[src/rtl/writeback_stage_if.sv]
// Bundle, data-memory and retire signals of the writeback stage.
// The slave modport is the stage; the master modport is the surrounding pipeline/memory.
interface writeback_stage_if #(
  parameter int XLEN = 64
);
  logic            WB_V;
  logic [31:0]     WB_IR;
  logic [XLEN-1:0] WB_NPC;
  logic [XLEN-1:0] WB_ALU_RESULT;
  logic [XLEN-1:0] WB_SR2;
  logic [XLEN-1:0] WB_CSRFD;
  logic            WB_PC_MUX;
  logic            WB_ECALL;
  logic            WB_STALL;
  logic            DMEM_REQ;
  logic            DMEM_WE;
  logic [XLEN-1:0] DMEM_ADDR;
  logic [XLEN-1:0] DMEM_WDATA;
  logic [7:0]      DMEM_WSTRB;
  logic            DMEM_ACK;
  logic [XLEN-1:0] DMEM_RDATA;
  logic            RF_WE;
  logic [4:0]      RF_WADDR;
  logic [XLEN-1:0] RF_WDATA;
  logic            PC_REDIRECT;
  logic [XLEN-1:0] PC_TARGET;
  logic            ECALL_OUT;
  logic            WB_LAF;
  logic            RETIRE;

  modport slave (
    input  WB_V, WB_IR, WB_NPC, WB_ALU_RESULT, WB_SR2, WB_CSRFD, WB_PC_MUX, WB_ECALL,
    input  DMEM_ACK, DMEM_RDATA,
    output WB_STALL, DMEM_REQ, DMEM_WE, DMEM_ADDR, DMEM_WDATA, DMEM_WSTRB,
    output RF_WE, RF_WADDR, RF_WDATA, PC_REDIRECT, PC_TARGET, ECALL_OUT, WB_LAF, RETIRE
  );

  modport master (
    output WB_V, WB_IR, WB_NPC, WB_ALU_RESULT, WB_SR2, WB_CSRFD, WB_PC_MUX, WB_ECALL,
    output DMEM_ACK, DMEM_RDATA,
    input  WB_STALL, DMEM_REQ, DMEM_WE, DMEM_ADDR, DMEM_WDATA, DMEM_WSTRB,
    input  RF_WE, RF_WADDR, RF_WDATA, PC_REDIRECT, PC_TARGET, ECALL_OUT, WB_LAF, RETIRE
  );
endinterface

[src/rtl/writeback_stage.sv]
// Final pipeline stage: data-memory access, load extraction and retire strobes.
// Optional access timeout enabled by defining DMEM_TIMEOUT_EN.
module writeback_stage #(
  parameter int XLEN        = 64,
  parameter int MEM_TIMEOUT = 255
) (
  input  logic              CLK,
  input  logic              RESET,
  writeback_stage_if.slave  bus
);
  typedef enum logic {S_IDLE, S_ACCESS} state_t;

  localparam logic [6:0] OP_LOAD = 7'b0000011, OP_STORE = 7'b0100011, OP_SYSTEM = 7'b1110011;

  state_t          r_state, w_state_next;
  logic [14:0]     r_ir;
  logic [XLEN-1:0] r_npc, r_alu, r_sr2, r_csrfd;
  logic            r_pc_mux, r_ecall;

  logic            r_retire, r_rf_we, r_pc_redirect, r_ecall_out, r_laf;
  logic [4:0]      r_rf_waddr;
  logic [XLEN-1:0] r_rf_wdata, r_pc_target;

  logic            w_access, w_accept, w_in_mem, w_ack, w_timeout, w_retire;
  logic [14:0]     w_ir;
  logic [XLEN-1:0] w_npc, w_alu, w_csrfd;
  logic            w_pc_mux, w_ecall;
  logic [6:0]      w_opcode;
  logic [2:0]      w_funct3;
  logic [4:0]      w_rd;
  logic            w_writes_rd, w_rf_we;
  logic [XLEN-1:0] w_lane, w_load_data, w_rf_wdata;
  logic [7:0]      w_wstrb;
  logic [5:0]      w_shamt;
  logic            w_unused;

  assign w_access = (r_state == S_ACCESS);
  assign w_accept = (r_state == S_IDLE) && bus.WB_V;
  assign w_in_mem = (bus.WB_IR[6:0] == OP_LOAD) || (bus.WB_IR[6:0] == OP_STORE);
  assign w_ack    = w_access && bus.DMEM_ACK;

  // While idle, a non-memory instruction retires straight from the incoming bundle.
  assign w_ir     = w_access ? r_ir     : bus.WB_IR[14:0];
  assign w_npc    = w_access ? r_npc    : bus.WB_NPC;
  assign w_alu    = w_access ? r_alu    : bus.WB_ALU_RESULT;
  assign w_csrfd  = w_access ? r_csrfd  : bus.WB_CSRFD;
  assign w_pc_mux = w_access ? r_pc_mux : bus.WB_PC_MUX;
  assign w_ecall  = w_access ? r_ecall  : bus.WB_ECALL;
  assign w_opcode = w_ir[6:0];
  assign w_rd     = w_ir[11:7];
  assign w_funct3 = w_ir[14:12];

`ifdef DMEM_TIMEOUT_EN
  localparam int CNT_W = $clog2(MEM_TIMEOUT + 1);
  logic [CNT_W-1:0] r_tmo_cnt;

  assign w_timeout = w_access && !bus.DMEM_ACK && (r_tmo_cnt == CNT_W'(MEM_TIMEOUT - 1));

  always_ff @(posedge CLK or posedge RESET) begin
    if (RESET) begin
      r_tmo_cnt <= '0;
    end else if (w_accept) begin
      r_tmo_cnt <= '0;
    end else if (w_access && !bus.DMEM_ACK) begin
      r_tmo_cnt <= r_tmo_cnt + 1'b1;
    end
  end
`else
  assign w_timeout = 1'b0;
`endif

  assign w_retire = (w_accept && !w_in_mem) || w_ack || w_timeout;
  assign w_shamt  = {r_alu[2:0], 3'b000};
  assign w_lane   = bus.DMEM_RDATA >> w_shamt;

  always_comb begin
    w_state_next = r_state;
    case (r_state)
      S_IDLE:   if (w_accept && w_in_mem) w_state_next = S_ACCESS;
      S_ACCESS: if (w_ack || w_timeout) w_state_next = S_IDLE;
      default:  w_state_next = S_IDLE;
    endcase
  end

  always_comb begin
    w_load_data = w_lane;
    case (r_ir[14:12])
      3'b000:  w_load_data = {{(XLEN-8){w_lane[7]}},   w_lane[7:0]};
      3'b001:  w_load_data = {{(XLEN-16){w_lane[15]}}, w_lane[15:0]};
      3'b010:  w_load_data = {{(XLEN-32){w_lane[31]}}, w_lane[31:0]};
      3'b100:  w_load_data = {{(XLEN-8){1'b0}},        w_lane[7:0]};
      3'b101:  w_load_data = {{(XLEN-16){1'b0}},       w_lane[15:0]};
      3'b110:  w_load_data = {{(XLEN-32){1'b0}},       w_lane[31:0]};
      default: w_load_data = w_lane;
    endcase
  end

  always_comb begin
    w_wstrb = 8'h00;
    if (r_ir[6:0] == OP_STORE) begin
      case (r_ir[13:12])
        2'b00:   w_wstrb = 8'h01 << r_alu[2:0];
        2'b01:   w_wstrb = 8'h03 << r_alu[2:0];
        2'b10:   w_wstrb = 8'h0F << r_alu[2:0];
        default: w_wstrb = 8'hFF;
      endcase
    end
  end

  always_comb begin
    w_writes_rd = 1'b0;
    case (w_opcode)
      7'b0110111, 7'b0010111, 7'b1101111, 7'b1100111,
      7'b0110011, 7'b0010011, 7'b0111011, 7'b0011011, OP_LOAD: w_writes_rd = 1'b1;
      OP_SYSTEM: w_writes_rd = (w_funct3 != 3'b000);
      default:   w_writes_rd = 1'b0;
    endcase
    w_rf_we = w_writes_rd && (w_rd != 5'd0) && !w_timeout && !w_ecall;
    // Jumps carry PC+4 in ALU_RESULT, so they share the default path.
    if (w_opcode == OP_SYSTEM)    w_rf_wdata = w_csrfd;
    else if (w_opcode == OP_LOAD) w_rf_wdata = w_load_data;
    else                          w_rf_wdata = w_alu;
  end

  always_ff @(posedge CLK or posedge RESET) begin
    if (RESET) begin
      r_state       <= S_IDLE;
      r_ir          <= '0;
      r_npc         <= '0;
      r_alu         <= '0;
      r_sr2         <= '0;
      r_csrfd       <= '0;
      r_pc_mux      <= 1'b0;
      r_ecall       <= 1'b0;
      r_retire      <= 1'b0;
      r_rf_we       <= 1'b0;
      r_rf_waddr    <= '0;
      r_rf_wdata    <= '0;
      r_pc_redirect <= 1'b0;
      r_pc_target   <= '0;
      r_ecall_out   <= 1'b0;
      r_laf         <= 1'b0;
    end else begin
      r_state <= w_state_next;
      if (w_accept) begin
        r_ir     <= bus.WB_IR[14:0];
        r_npc    <= bus.WB_NPC;
        r_alu    <= bus.WB_ALU_RESULT;
        r_sr2    <= bus.WB_SR2;
        r_csrfd  <= bus.WB_CSRFD;
        r_pc_mux <= bus.WB_PC_MUX;
        r_ecall  <= bus.WB_ECALL;
      end
      r_retire      <= w_retire;
      r_rf_we       <= w_retire && w_rf_we;
      r_pc_redirect <= w_retire && w_pc_mux;
      r_ecall_out   <= w_retire && w_ecall;
      r_laf         <= w_timeout;
      if (w_retire && w_rf_we) begin
        r_rf_waddr <= w_rd;
        r_rf_wdata <= w_rf_wdata;
      end
      if (w_retire && w_pc_mux) r_pc_target <= w_npc;
    end
  end

  assign bus.WB_STALL    = w_access;
  assign bus.DMEM_REQ    = w_access;
  assign bus.DMEM_WE     = w_access && (r_ir[6:0] == OP_STORE);
  assign bus.DMEM_ADDR   = {r_alu[XLEN-1:3], 3'b000};
  assign bus.DMEM_WDATA  = r_sr2 << w_shamt;
  assign bus.DMEM_WSTRB  = w_access ? w_wstrb : 8'h00;
  assign bus.RF_WE       = r_rf_we;
  assign bus.RF_WADDR    = r_rf_waddr;
  assign bus.RF_WDATA    = r_rf_wdata;
  assign bus.PC_REDIRECT = r_pc_redirect;
  assign bus.PC_TARGET   = r_pc_target;
  assign bus.ECALL_OUT   = r_ecall_out;
  assign bus.WB_LAF      = r_laf;
  assign bus.RETIRE      = r_retire;

  assign w_unused = &{1'b0, bus.WB_IR[31:15], (MEM_TIMEOUT != 0)};
endmodule

[src/flat_wrapper.sv]
// flat-port wrapper written by rule: the top's interface ports become plain ports
module writeback_stage_flat 
#(
  parameter int XLEN        = 64,
  parameter int MEM_TIMEOUT = 255
)
  (CLK, RESET, bus_WB_V, bus_WB_IR, bus_WB_NPC, bus_WB_ALU_RESULT, bus_WB_SR2, bus_WB_CSRFD, bus_WB_PC_MUX, bus_WB_ECALL, bus_DMEM_ACK, bus_DMEM_RDATA, bus_WB_STALL, bus_DMEM_REQ, bus_DMEM_WE, bus_DMEM_ADDR, bus_DMEM_WDATA, bus_DMEM_WSTRB, bus_RF_WE, bus_RF_WADDR, bus_RF_WDATA, bus_PC_REDIRECT, bus_PC_TARGET, bus_ECALL_OUT, bus_WB_LAF, bus_RETIRE);
  writeback_stage_if #(.XLEN(XLEN)) bus_i ();
  input  logic CLK;
  input  logic RESET;
  input wire logic [$bits(bus_i.WB_V)-1:0] bus_WB_V;
  input wire logic [$bits(bus_i.WB_IR)-1:0] bus_WB_IR;
  input wire logic [$bits(bus_i.WB_NPC)-1:0] bus_WB_NPC;
  input wire logic [$bits(bus_i.WB_ALU_RESULT)-1:0] bus_WB_ALU_RESULT;
  input wire logic [$bits(bus_i.WB_SR2)-1:0] bus_WB_SR2;
  input wire logic [$bits(bus_i.WB_CSRFD)-1:0] bus_WB_CSRFD;
  input wire logic [$bits(bus_i.WB_PC_MUX)-1:0] bus_WB_PC_MUX;
  input wire logic [$bits(bus_i.WB_ECALL)-1:0] bus_WB_ECALL;
  input wire logic [$bits(bus_i.DMEM_ACK)-1:0] bus_DMEM_ACK;
  input wire logic [$bits(bus_i.DMEM_RDATA)-1:0] bus_DMEM_RDATA;
  output wire logic [$bits(bus_i.WB_STALL)-1:0] bus_WB_STALL;
  output wire logic [$bits(bus_i.DMEM_REQ)-1:0] bus_DMEM_REQ;
  output wire logic [$bits(bus_i.DMEM_WE)-1:0] bus_DMEM_WE;
  output wire logic [$bits(bus_i.DMEM_ADDR)-1:0] bus_DMEM_ADDR;
  output wire logic [$bits(bus_i.DMEM_WDATA)-1:0] bus_DMEM_WDATA;
  output wire logic [$bits(bus_i.DMEM_WSTRB)-1:0] bus_DMEM_WSTRB;
  output wire logic [$bits(bus_i.RF_WE)-1:0] bus_RF_WE;
  output wire logic [$bits(bus_i.RF_WADDR)-1:0] bus_RF_WADDR;
  output wire logic [$bits(bus_i.RF_WDATA)-1:0] bus_RF_WDATA;
  output wire logic [$bits(bus_i.PC_REDIRECT)-1:0] bus_PC_REDIRECT;
  output wire logic [$bits(bus_i.PC_TARGET)-1:0] bus_PC_TARGET;
  output wire logic [$bits(bus_i.ECALL_OUT)-1:0] bus_ECALL_OUT;
  output wire logic [$bits(bus_i.WB_LAF)-1:0] bus_WB_LAF;
  output wire logic [$bits(bus_i.RETIRE)-1:0] bus_RETIRE;
  assign bus_i.WB_V = bus_WB_V;
  assign bus_i.WB_IR = bus_WB_IR;
  assign bus_i.WB_NPC = bus_WB_NPC;
  assign bus_i.WB_ALU_RESULT = bus_WB_ALU_RESULT;
  assign bus_i.WB_SR2 = bus_WB_SR2;
  assign bus_i.WB_CSRFD = bus_WB_CSRFD;
  assign bus_i.WB_PC_MUX = bus_WB_PC_MUX;
  assign bus_i.WB_ECALL = bus_WB_ECALL;
  assign bus_i.DMEM_ACK = bus_DMEM_ACK;
  assign bus_i.DMEM_RDATA = bus_DMEM_RDATA;
  assign bus_WB_STALL = bus_i.WB_STALL;
  assign bus_DMEM_REQ = bus_i.DMEM_REQ;
  assign bus_DMEM_WE = bus_i.DMEM_WE;
  assign bus_DMEM_ADDR = bus_i.DMEM_ADDR;
  assign bus_DMEM_WDATA = bus_i.DMEM_WDATA;
  assign bus_DMEM_WSTRB = bus_i.DMEM_WSTRB;
  assign bus_RF_WE = bus_i.RF_WE;
  assign bus_RF_WADDR = bus_i.RF_WADDR;
  assign bus_RF_WDATA = bus_i.RF_WDATA;
  assign bus_PC_REDIRECT = bus_i.PC_REDIRECT;
  assign bus_PC_TARGET = bus_i.PC_TARGET;
  assign bus_ECALL_OUT = bus_i.ECALL_OUT;
  assign bus_WB_LAF = bus_i.WB_LAF;
  assign bus_RETIRE = bus_i.RETIRE;
  writeback_stage #(.XLEN(XLEN), .MEM_TIMEOUT(MEM_TIMEOUT)) u_core (.CLK(CLK), .RESET(RESET), .bus(bus_i));
endmodule
[config.mk]
export PLATFORM = sky130hd
export DESIGN_NAME = writeback_stage_flat
export DESIGN_NICKNAME = d
export VERILOG_FILES = /design/src/rtl/writeback_stage_if.sv /design/src/rtl/writeback_stage.sv /design/src/flat_wrapper.sv
export SDC_FILE = /design/constraint.sdc
export NUM_CORES = 1
export LEC_CHECK = 0
export ABC_AREA = 1
export BUFFER_PORTS_ARGS = -buffer_cell sky130_fd_sc_hd__buf_2
export CAP_MARGIN = 20
export CORE_AREA = 2 2 250 252
export DETAILED_ROUTE_END_ITERATION = 7
export DIE_AREA = 0 0 252 254
export HOLD_SLACK_MARGIN = 0.05
export PLACE_DENSITY = 0.7
export SYNTH_ARGS = -nofsm -noshare
export SYNTH_HDL_FRONTEND = slang
export SYNTH_SLANG_ARGS = --single-unit
[constraint.sdc]
create_clock -name CLK -period 30.1 [get_ports CLK]
set_input_delay 6.02 -clock CLK [delete_from_list [all_inputs] [get_ports CLK]]
set_output_delay 6.02 -clock CLK [all_outputs]
set_load 0.02 [all_outputs]
* Yosys cells after proc, flatten, opt, wreduce, memory -nomap -nowiden *
Index checks and enable logic that the tools add are counted.

word-level totals
  flip-flop bits (word level) = 411
  input bits = 358
  word-level logic and storage cells = 76

cells by class
  eq/ne operators = 20
  shift-type cells = 5
  multiplexer cells = 16
  bitwise gates (word level) = 1
  reduce and logical (&&, ||, !) cells = 19

operator list
  cell                   count
  $pmux W64 S6           1
  $mux W64               5
  $shl A64 B6 Y64        1
  $shr A64 B6 Y64        1
  $eq A7 B6 Y1 const B   5
  $pmux W8 S3            1
  $eq A7 B5 Y1 const B   3
  $eq A7 B7 Y1 const B   3
  $mux W8                2
  $mux W15               1
  $eq A7 B2 Y1 const B   2
  $logic_and A1 B1 Y1    10
  $eq A3 B3 Y1 const B   3
  $reduce_or A9 Y1       1
  $shl A1 B3 Y8 const A  1
  $shl A2 B3 Y8 const A  1
  $shl A4 B3 Y8 const A  1
  $reduce_bool A5 Y1     1
  $mux W1                4
  $pmux W1 S2            2
  $eq A3 B1 Y1 const B   1
  $eq A3 B2 Y1 const B   1
  $logic_not A3 Y1       1
  $reduce_bool A3 Y1     1
  other kinds (6)        8

* Depth between registers and ports, before layout *
  depth in word-level cells = 7
  depth in mapped cells = 15
  gate-level depth less buffers = 13

* Worst setup path after synthesis *
No wires, ideal clock.

  path type = reg-to-output
  from = register u_core.r_state (netlist: u_core.bus.DMEM_REQ)
  to = output port bus_DMEM_WSTRB[3]
  arrival = 2.249 ns
  required time = 24.080 ns
  slack = 21.831 ns
  cell stages (with the launch flop) = 6
  buffers on the path = 1
  cells stage by stage = dfrtp_1 > buf_4 > nand3_2 > nor4_1 > inv_1 > a21oi_1

on the way
  word-level cells in the longest chain between the ends = 1

RTL lines
  item                    RTL line                text
  start, declared         writeback_stage.sv:15   state_t r_state, w_state_next;
  start signal, assigned  writeback_stage.sv:144  r_state <= w_state_next;
  $mux W8                 writeback_stage.sv:172  assign bus.DMEM_WSTRB = w_access ? w_wstrb : 8'h00;
  end, declared           flat_wrapper.sv:26      output wire logic [$bits(bus_i.DMEM_WSTRB)-1:0] bus_DMEM_WSTRB;

No other way between the ends.

* Worst setup path in the final report *
  from = register u_core.r_alu[0]
  to = output port bus_DMEM_WDATA[61]

on the way
  word-level cells in the longest chain between the ends = 1

RTL lines
  item                    RTL line                text
  start, declared         writeback_stage.sv:17   logic [XLEN-1:0] r_npc, r_alu, r_sr2, r_csrfd;
  start signal, assigned  writeback_stage.sv:148  r_alu <= bus.WB_ALU_RESULT;
  $shl A64 B6 Y64         writeback_stage.sv:171  assign bus.DMEM_WDATA = r_sr2 << w_shamt;
  end, declared           flat_wrapper.sv:25      output wire logic [$bits(bus_i.DMEM_WDATA)-1:0] bus_DMEM_WDATA;

No other way between the ends.

==> qor.csv <==
metric,value,unit
max-cap viol count,0,
Max Clock Skew,0.0415,ns
final setup fails,0,
Crit-path slowest cell,dfrtp_4,
Rel. slew slack,27.0,%
Tot Pwr,1.73,mW
die area,64000,um2
simple-gate portion of the synthesized area,30.7,%
Reg2Reg Launch Point,u_core.bus.DMEM_REQ,
Root Buffer,clkbuf_16,
Layout area overhead,19.5,%
VDD IR-drop max,0.0000494,V
Crit Path Category,flop to output port,
Yosys cell types,35,
Die H,254,um
Post-DP HPWL,61.1,mm
Worst R2R Path Depth,11,
setup TNS,0,ns
Peak Freq,104,MHz
Placed Area,26200,um2
CTS buffer count,47,
post-synthesis xor/xnor area fraction,0,%
Final ANT Viol Nets,0,
clock sinks,411,
fraction of final layout cells sized beyond drive strength 1,19.7,%
io pins,635,
most common cell in the synthesized netlist,nand2_1,
crit end category,output port,
"worst slack, placed",21.03,ns
wire per inst,18.6,um
post-CTS setup buffers,0,
hold buffers post-CTS,0,
ys flop type,dfrtp_1,
period utilisation layout,32.0,%
initial core utilization,38.2,%
Avg Inst Size Synth,6.85,um2
vias in the first global route,21900,
vias,23500,
CORE AREA,61300,um2
clock latency on the worst-skew pair,0.60,ns
synth warn,0,
post-synthesis cell count,3412,
chip width,252,um
pin count of the biggest net entering global routing,236,
largest family of logic cells by synthesized area,simple AND/OR/NAND/NOR gates,
Power Density,61.8,nW/um2
Post-synth EDFFs,0,
"FFs w/ async S/R, synth",100,%
Worst path max stage delay,1.00,ns
Syn Std Cell Area,23400,um2
final instance area,27900,um2
hold path endpoint,u_core.r_npc[23],
Synth Register Bits,411,
Final Max Slew Viols,0,
GR Overflow Total,0,
mux cell area share after synthesis,0.0428,%
clock slew at reported path FFs,0.06,ns
fraction of the mapped netlist area in adder cells,0.321,%
CP max FO,104,
Post-synth top cells,"nand2_1, dfrtp_1, o21ai_0",
Via density,5.04,
Placer Congestion,0.937,
H-tree levels,2,
CP most frequent cell,o21ai_0,
WL final,86.7,mm
placed cell count,4552,
drt drc,0,
status,completed,
Longest Clk Path Bufs,3,
Reg2Reg Setup Slack,25.88,ns
post-synthesis cell type with the largest combined area,dfrtp_1,
final setup margin,20.48,ns
CTS tree,done,
"Seq/Total Area, Yosys",44.0,%
final hold viol count,0,
"top cells by area, synth","dfrtp_1, nand2_1, o21ai_0",
Least-Margin Pin Slew,1.09,ns
DRT Pass-1 Iters,6,
"Cell Chain, Critical Path","buf_4, o21ai_0, inv_1, nand2_1, o21ai_0, o221ai_1, buf_2",
RR Endpoint,u_core.bus.RF_WDATA[30],
Worst Hold Class,flop to flop,
Yosys top cell area share,44.0,%
Cell Rows,91,
"delay-heaviest family, CP",buffers and inverters,
CTS resizes,0,
fin cells,4665,
min cycle time layout,9.62,ns
first-pass GRT wire length,129,mm
DR iter-0 viols,2258,
Final #Nets,4176,
Synth Area in Compound Gates,14.3,%
RSZ-0062 raised after global routing,false,
data required time of the worst path,24.08,ns
Hold Crit Depth,2,
GRT Total Usage,26.1,%
Worst EP arrival,3.60,ns
initial antenna violation count,38,
CP startpoint kind,flop,
PortBufs,613,
critical path buffer and inverter count,3,
hold path start,u_core.r_npc[23],
P_leak,14.8,nW
[where the power goes]
part | switching, mW | total (mW) | internal [mW]
registers | 0.0491 | 0.679 | 0.629
clock network | 0.252 | 0.625 | 0.373
logic | 0.290 | 0.423 | 0.133
[worst max-delay path by stage]
stage | to | depth (start not counted) | startpoint | slack (ns)
after floorplan | u_core.bus.DMEM_REQ | 1 | RESET | 12.64
after global routing | bus_DMEM_WDATA[61] | 7 | u_core.r_alu[0] | 20.25
final | bus_DMEM_WDATA[61] | 7 | u_core.r_alu[0] | 20.48
after CTS | bus_DMEM_WDATA[61] | 7 | u_core.r_alu[0] | 20.52
after global placement | u_core.bus.DMEM_REQ | 7 | bus_WB_V | 21.06
after detailed placement | u_core.bus.DMEM_REQ | 7 | bus_WB_V | 21.03
[cell families after synthesis]
kind of cell / count (synthesis)
multiplexers: 1
other: 1
buffers and inverters: 543
flip-flops: 411
AND/OR/NAND/NOR: 1833
AO/OA/AOI/OAI: 617
adder cells (fa/ha/maj): 6
[worst reg2reg max path: cells and delay by family, from the launching register on]
| kind | cells | cell delay [ns] |
|---|---|---|
| buffers and inverters | 3 | 1.81 |
| flip-flops | 1 | 0.59 |
| AND/OR/NAND/NOR | 7 | 1.15 |
| AO/OA/AOI/OAI | 1 | 0.53 |
[metrics by stage]
stage | util [%] | hold WS [ns]
after floorplan | - | 0.437
after global placement | 42.7 | 0.450
after detailed placement | 42.7 | 0.454
after CTS | 45.5 | 0.469
after global routing | 45.5 | 0.490
final | 45.6 | 0.471
[registers in the layout, indices dropped and copies added, names as in the netlist]
signal,count
u_core.bus.DMEM_REQ,1
u_core.r_ecall,1
u_core.r_npc,64
u_core.bus.RF_WE,1
u_core.r_alu,64
u_core.bus.RETIRE,1
u_core.r_pc_mux,1
u_core.bus.PC_TARGET,64
u_core.r_sr2,64
u_core.bus.RF_WDATA,64
u_core.bus.ECALL_OUT,1
u_core.bus.PC_REDIRECT,1
u_core.r_csrfd,64
u_core.r_ir,15
u_core.bus.RF_WADDR,5
[cell type report]
cell class              instances  area, um2
fillers                      6303      33300
multi-input cells            2461      10600
flip-flops and latches        411      10300
repair buffers                643       3330
clock buffers                  65       1340
well taps                     790        988
inverters                     248        947
clock inverters                22        335
diodes                         25       62.6
[layer usage]
metal | wire [um] | up-vias | track usage (%)
li1 | - | 11500 | -
met5 | 155 | - | 0
met1 | 34900 | 10800 | 32.5
met4 | 3640 | 24 | 11.1
met3 | 7370 | 202 | 7.19
met2 | 40600 | 946 | 42.7
[layout by cell type, fill, tap and decap left out, types with 8 or more instances in the layout]
master / count
o221ai_1: 8
o211ai_1: 47
dfrtp_1: 408
nand2_1: 1428
buf_4: 27
o21ai_1: 25
diode_2: 25
o21ai_0: 402
or2_2: 8
nand3_1: 88
buf_2: 613
inv_1: 237
nand4_1: 33
a21oi_1: 62
a31oi_1: 65
clkbuf_1: 10
nor2_1: 257
clkbuf_16: 48
clkinv_2: 11
Power figures use the tool's default switching activity.
